`src/rtl/mat_transpose.sv`:
```
// Registered matrix transpose: captures an M x N matrix on in_valid and
// presents its N x M transpose one cycle later, with a matching valid pulse.
// Elements are opaque bit patterns; nothing is interpreted or modified.
`timescale 1ns/1ps
module mat_transpose #(
    parameter int unsigned M      = 2,
    parameter int unsigned N      = 3,
    parameter int unsigned DATA_W = 32
) (
    input  logic                                clk,
    input  logic                                rst,
    input  logic                                in_valid,
    input  logic [M-1:0][N-1:0][DATA_W-1:0]     input_mat,
    output logic                                out_valid,
    output logic [N-1:0][M-1:0][DATA_W-1:0]     output_mat_transposed
);

    logic [N-1:0][M-1:0][DATA_W-1:0] mat_d, mat_q;
    logic                            valid_q;

    // Pure index swap of the incoming matrix; no logic on the data bits.
    always_comb begin
        mat_d = '0;
        for (int unsigned i = 0; i < M; i++) begin
            for (int unsigned j = 0; j < N; j++) begin
                mat_d[j][i] = input_mat[i][j];
            end
        end
    end

    // Result register: reset wins over a capture on the same edge, otherwise hold when idle.
    always_ff @(posedge clk) begin
        if (rst) begin
            mat_q   <= '0;
            valid_q <= 1'b0;
        end else begin
            valid_q <= in_valid;
            if (in_valid) begin
                mat_q <= mat_d;
            end
        end
    end

    // Outputs come straight from flops, so there is no input-to-output path.
    always_comb begin
        out_valid             = valid_q;
        output_mat_transposed = mat_q;
    end

endmodule

```
`config.mk`:
```
export PLATFORM = sky130hd
export DESIGN_NAME = mat_transpose
export DESIGN_NICKNAME = d
export VERILOG_FILES = /design/src/rtl/mat_transpose.sv
export SDC_FILE = /design/constraint.sdc
export NUM_CORES = 1
export LEC_CHECK = 0
export CAP_MARGIN = 20
export CORE_AREA = 2 2 153 155
export DETAILED_ROUTE_END_ITERATION = 10
export DIE_AREA = 0 0 155 157
export MAX_ROUTING_LAYER = met4
export PLACE_DENSITY = 0.66
export SLEW_MARGIN = 25
export SYNTH_ARGS = -nofsm -noshare
export SYNTH_HDL_FRONTEND = slang
export SYNTH_SLANG_ARGS = --single-unit
```
`constraint.sdc`:
```
create_clock -name clk -period 3.7 [get_ports clk]
set_clock_uncertainty 0.15 [all_clocks]
set_input_delay 1.11 -clock clk [delete_from_list [all_inputs] [get_ports clk]]
set_output_delay 1.11 -clock clk [all_outputs]
set_load 0.02 [all_outputs]
```
==> impl_metrics.tcl <==
set metrics [dict create \
    cp-end-kind "primary output" \
    synth_xor_area_frac 0 \
    firstDrtPassIters 4 \
    synth_top_family_by_area "multiplexers" \
    hold_viol 0 \
    synth_compound_area_frac 0 \
    die_h_um 157 \
    cp_data_required_time_ns 2.44 \
    area_delta_synth_final_pct 64.77 \
    htreeDepth 4 \
    core_area_um2 22500 \
    synth_top_area_cell "dfxtp_1" \
    start_kind "flop" \
    fin_crit_ns 2.695 \
    fin_tns_setup_ns 0 \
    cts.sinks 193 \
    slew_headroom 0.6187 \
    postCtsSetupRepairBufs 0 \
    total_power_mw 5.044 \
    cts_resized 0 \
    yosysWarnings 0 \
    clockRootBuffer "clkbuf_16" \
    post_drt_wl_per_cell_um 16.18 \
    grt_max_degree 71 \
    hp-class "flop to flop" \
    final_common_cell "clkdlybuf4s50_1" \
    ys_types 10 \
    yosys.area_share.simple 0.1045 \
    antenna_left 0 \
    power_leakage_nw 4.885 \
    cpLargestDelayFamily "buffers and inverters" \
    syn_area_um2 6958 \
    cp_num_buf_inv 1 \
    cts_buffer_depth 2 \
    outcome "finished, final reports clean" \
    worst_setup_hold_path_clk_slew_ns 0.08 \
    power.density_nw_per_um2 440.0 \
    antenna_found_initial 0 \
    syn_nets 816 \
    drc 0 \
    fin_nets 1188 \
    synth_area_leaders "dfxtp_1, mux2i_1, nor2_1" \
    diodes 0 \
    max_clock_freq_mhz 371.1 \
    grt_pass1_wl_um 31070 \
    ioPinCount 388 \
    via_per_inst 4.335 \
    synth-seq-cells 193 \
    overflow 0 \
    hold_buffers 0 \
    drv_slew 0 \
    syn_inst 621 \
    gp_congestion 0.7748 \
    synthMuxAreaShare 0.2762 \
    clk_latency_ns 0.42 \
    portBuffers 387 \
    grt_pass1_vias 5645 \
    tritoncts "yes" \
    track_usage 0.1691 \
    worst_pin_slew_ns 0.5719 \
    dieArea_um2 24340 \
    cp_slowest_stage_delay_ns 0.68 \
    first_iter_violations 174 \
    final_layout_size_suffix_gt1_frac 0.04175 \
    rows 55 \
    path_class "flop to primary output" \
    period_share 0.7283 \
    arrival_ns 1.43 \
    slowest_stage "clkdlybuf4s50_1" \
    vias 5596 \
    avgSynthCellArea_um2 11.20 \
    peakVddDrop_uv 236.3 \
    setup_viol 0 \
    routed_wirelength_um 20890 \
    path_cells "clkdlybuf4s50_1" \
    drv_cap 0 \
    path_max_fanout 2 \
    initial_core_util 0.3092 \
    netlist.area_leader.share 0.5553 \
    ys_seq_area_frac 0.5553 \
    layout_common_cells "clkdlybuf4s50_1, dfxtp_1, mux2i_1, nor2_1, clkbuf_16" \
    dpl.hpwl_um 15310 \
    synthAdderAreaFrac 0 \
    die_w_um 155 \
    rsz0062_at_grt "no" \
    cts_buffers 17 \
]
cells by family after synthesis:
group	Yosys count
flip-flops	193
AND/OR/NAND/NOR	193
multiplexers	192
buffers and inverters	43
where the power goes:
part	switching (mW)	internal [mW]	total, mW
clock network	0.889	0.980	1.87
logic	0.403	0.510	0.913
registers	0.0613	2.20	2.26
state kept, by name, summed over array words and instances, names as in the netlist:
register               flops
output_mat_transposed    192
out_valid                  1
per-layer routing:
metal  part of all wire  vias up  track usage  wire (um)
met5                  0        -            -          0
met4              0.012        0      0.04189        246
met3              0.098       17      0.06718       2037
met2               0.47      250       0.2783       9861
met1               0.42     2538       0.1934       8744
li1                   -     2791            -          -
Yosys cell counts:
cell	n
nor2b_1	1
mux2i_1	192
buf_6	1
buf_4	3
buf_8	6
dfxtp_1	193
clkbuf_1	19
nor2_1	192
buf_12	12
buf_2	2
final timing paths:
| check | from | to | slack [ns] | depth (start not counted) |
|---|---|---|---|---|
| setup / recovery | output_mat_transposed[32] | output_mat_transposed[32] | 1.01 | 1 |
| hold reg to reg | output_mat_transposed[102] | output_mat_transposed[102] | 0.34 | 2 |
| setup reg to reg | output_mat_transposed[179] | output_mat_transposed[179] | 2.91 | 2 |
| hold / removal | output_mat_transposed[102] | output_mat_transposed[102] | 0.34 | 2 |
layout make-up:
| class | count | area, um2 |
|---|---|---|
| sequential | 193 | 3864 |
| fill | 2073 | 11040 |
| clock buffer | 19 | 442.9 |
| clock inverter | 13 | 142.6 |
| timing repair buffer | 396 | 4010 |
| tap | 285 | 356.6 |
| multi-input combinational | 385 | 2649 |
worst register-to-register path, stage by stage, from the launching register on:
cell,delay (ns)
dfxtp_1,0.32
mux2i_1,0.14
nor2_1,0.05
through the flow:
stage / cell area (um2) / util / instances / worst slack (ns) / hold slack [ns]
final: 11460 / 0.5095 / 1291 / 1.005 / 0.3428
after global routing: 11460 / 0.5095 / 1291 / 0.9490 / 0.3632
after CTS: 11460 / 0.5095 / 1291 / 0.9568 / 0.3508
after detailed placement: 10880 / 0.4835 / 1259 / 1.075 / 0.3320
after global placement: 10880 / 0.4835 / 1259 / 1.109 / 0.3206
after floorplan: 6958 / - / 621 / 1.662 / 0.4333
Note: power is estimated with default switching activity, not from simulation.
==> edit: new RTL, config.mk and constraints unchanged <==
Change the parameter `DATA_W` from 32 to 16.
--- a/src/rtl/mat_transpose.sv
+++ b/src/rtl/mat_transpose.sv
@@ -7,3 +7,3 @@
     parameter int unsigned N      = 3,
-    parameter int unsigned DATA_W = 32
+    parameter int unsigned DATA_W = 16
 ) (
Interface: changed (resized input_mat and output_mat_transposed); port bits go from 388 to 196. No check against the original RTL was run, so the function may have changed too.
==> edit against the unedited design <==
  * Setup slack improved by 120 ps
  * Sequential cell count is 96 lower
  * Clock power is 53% lower
  * Total power is 51% lower
  * Routed wire length is 55% lower
  * Area after synthesis shrank 51%
  * Sequential share of layout area is 0.87 points lower
  * Cell area fell by 48%
  * Critical endpoint is now output_mat_transposed[67]
==> edit: results (changes against the unedited design) <==
metric;value;unit;change
pin count of the biggest net entering global routing;54;;was 71
Fill cells;2402;;was 2,073
Finished Layout Cells;788;;was 1,291
first-pass GRT wire length;14400;um;was 31,100 um
bufs w/o clock;198;;was 396
post-DP HPWL;6530;um;was 15,300 um
worst slack, placed;1410;ps;was 1080 ps
Peak VDD IR;0.183;mV;was 0.236 mV
placed insts;773;;was 1,259
Seq/total area;32.8;%;was 33.7%
met1 usage;9.00;%;was 19.3%
clock buffer count;11;;was 19
Net count, final;598;;was 1,188
DRT iter0 DRCs;91;;was 174
clk slew on worst S/H paths;70;ps;
via count of the first global-routing pass;2848;;was 5,645
post-synthesis sequential area ratio;56.6;%;was 55.5%
DRT Pass-1 Iters;4;;unchanged
cell family with most CP delay;buffers and inverters;;unchanged
Synth cell types;8;;was 10
root buffer cell;clkbuf_16;;unchanged
average via count per standard cell;3.57;;was 4.33
fraction of registers with async set or reset after synthesis;0;%;unchanged
Non-clock buffer share;33.9;%;was 35.0%
synthesized flop and latch total;97;;was 193
max incr delay on CP;630;ps;was 680 ps
M1 WL;4140;um;was 8740 um
Final Wtd Congestion;0.685;;was 0.775
htree depth;3;;was 4
multi-input combinational area share;22.4;%;was 23.1%
crit path DAT;1320;ps;was 1430 ps
Placement Cell Area;0.00563;mm^2;was 0.0109 mm^2
mean post-synth cell area;11.0;um^2;was 11.2 um^2
ClkCell Share;4.76;%;was 5.11%
CTS Buf Count;9;;was 17
Area Overhead vs Synth;72.5;%;was 64.8%
met2 usage;12.0;%;was 27.8%
max FFs per register;96;;was 192
Syn Inst Count;312;;was 621
synth top area cells;dfxtp_1 57%, mux2i_1 28%, nor2_1 11%, buf_4 1.8%, buf_8 1.8%;;was dfxtp_1 56%, mux2i_1 28%, nor2_1 10%, buf_12 3.5%, buf_8 1.3%
Synth top cells by count;97 x dfxtp_1, 96 x mux2i_1, 96 x nor2_1;;was 193 x dfxtp_1, 192 x mux2i_1, 192 x nor2_1
Tot GR Track Use;7.86;%;was 16.9%
Pleak;2.44;nW;was 4.89 nW
met2 wire length;4130;um;was 9860 um
later-pin clock latency in the skew report;340;ps;was 420 ps
#MultiIn Comb;193;;was 385
Syn Nets;411;;was 816
Met3 Wirelength;841;um;was 2040 um
fraction of layout cells with a size suffix above 1;3.98;%;was 4.17%
IO buf count;195;;was 387
status;completed;;unchanged
max layer used;met4;;unchanged
Slew @ Worst Pin;504;ps;was 572 ps
Slowest cell on crit path;clkdlybuf4s50_1;;unchanged
final WL;9300;um;was 20,900 um
GRT met3 Usage;3.50;%;was 6.72%
## edit: cell families after synthesis
kind of cell,after synthesis,synth area share [%]
muxes,96,28.0
buffers and inverters,22,4.67
and+or+nand+nor,97,10.7
DFF,97,56.6
## edit: worst paths after layout
path	start	to	slack [ps]	cells after the start
min	output_mat_transposed[4]	output_mat_transposed[4]	340	2
max	output_mat_transposed[67]	output_mat_transposed[67]	1120	1
max reg2reg	output_mat_transposed[54]	output_mat_transposed[54]	2920	2
min reg2reg	output_mat_transposed[4]	output_mat_transposed[4]	340	2
## edit: where the power goes
part	internal, W	switching (W)
logic	0.000255	0.000196
registers	0.00111	0.0000302
clock network	0.000489	0.000397
## edit: metrics by stage
stage / hold slack, ps / util [%]
4_1_cts: 347 / 26.3
2_1_floorplan: 432 / -
6_report: 340 / 26.3
3_3_place_gp: 321 / 25.0
5_1_grt: 371 / 26.3
3_5_place_dp: 331 / 25.0
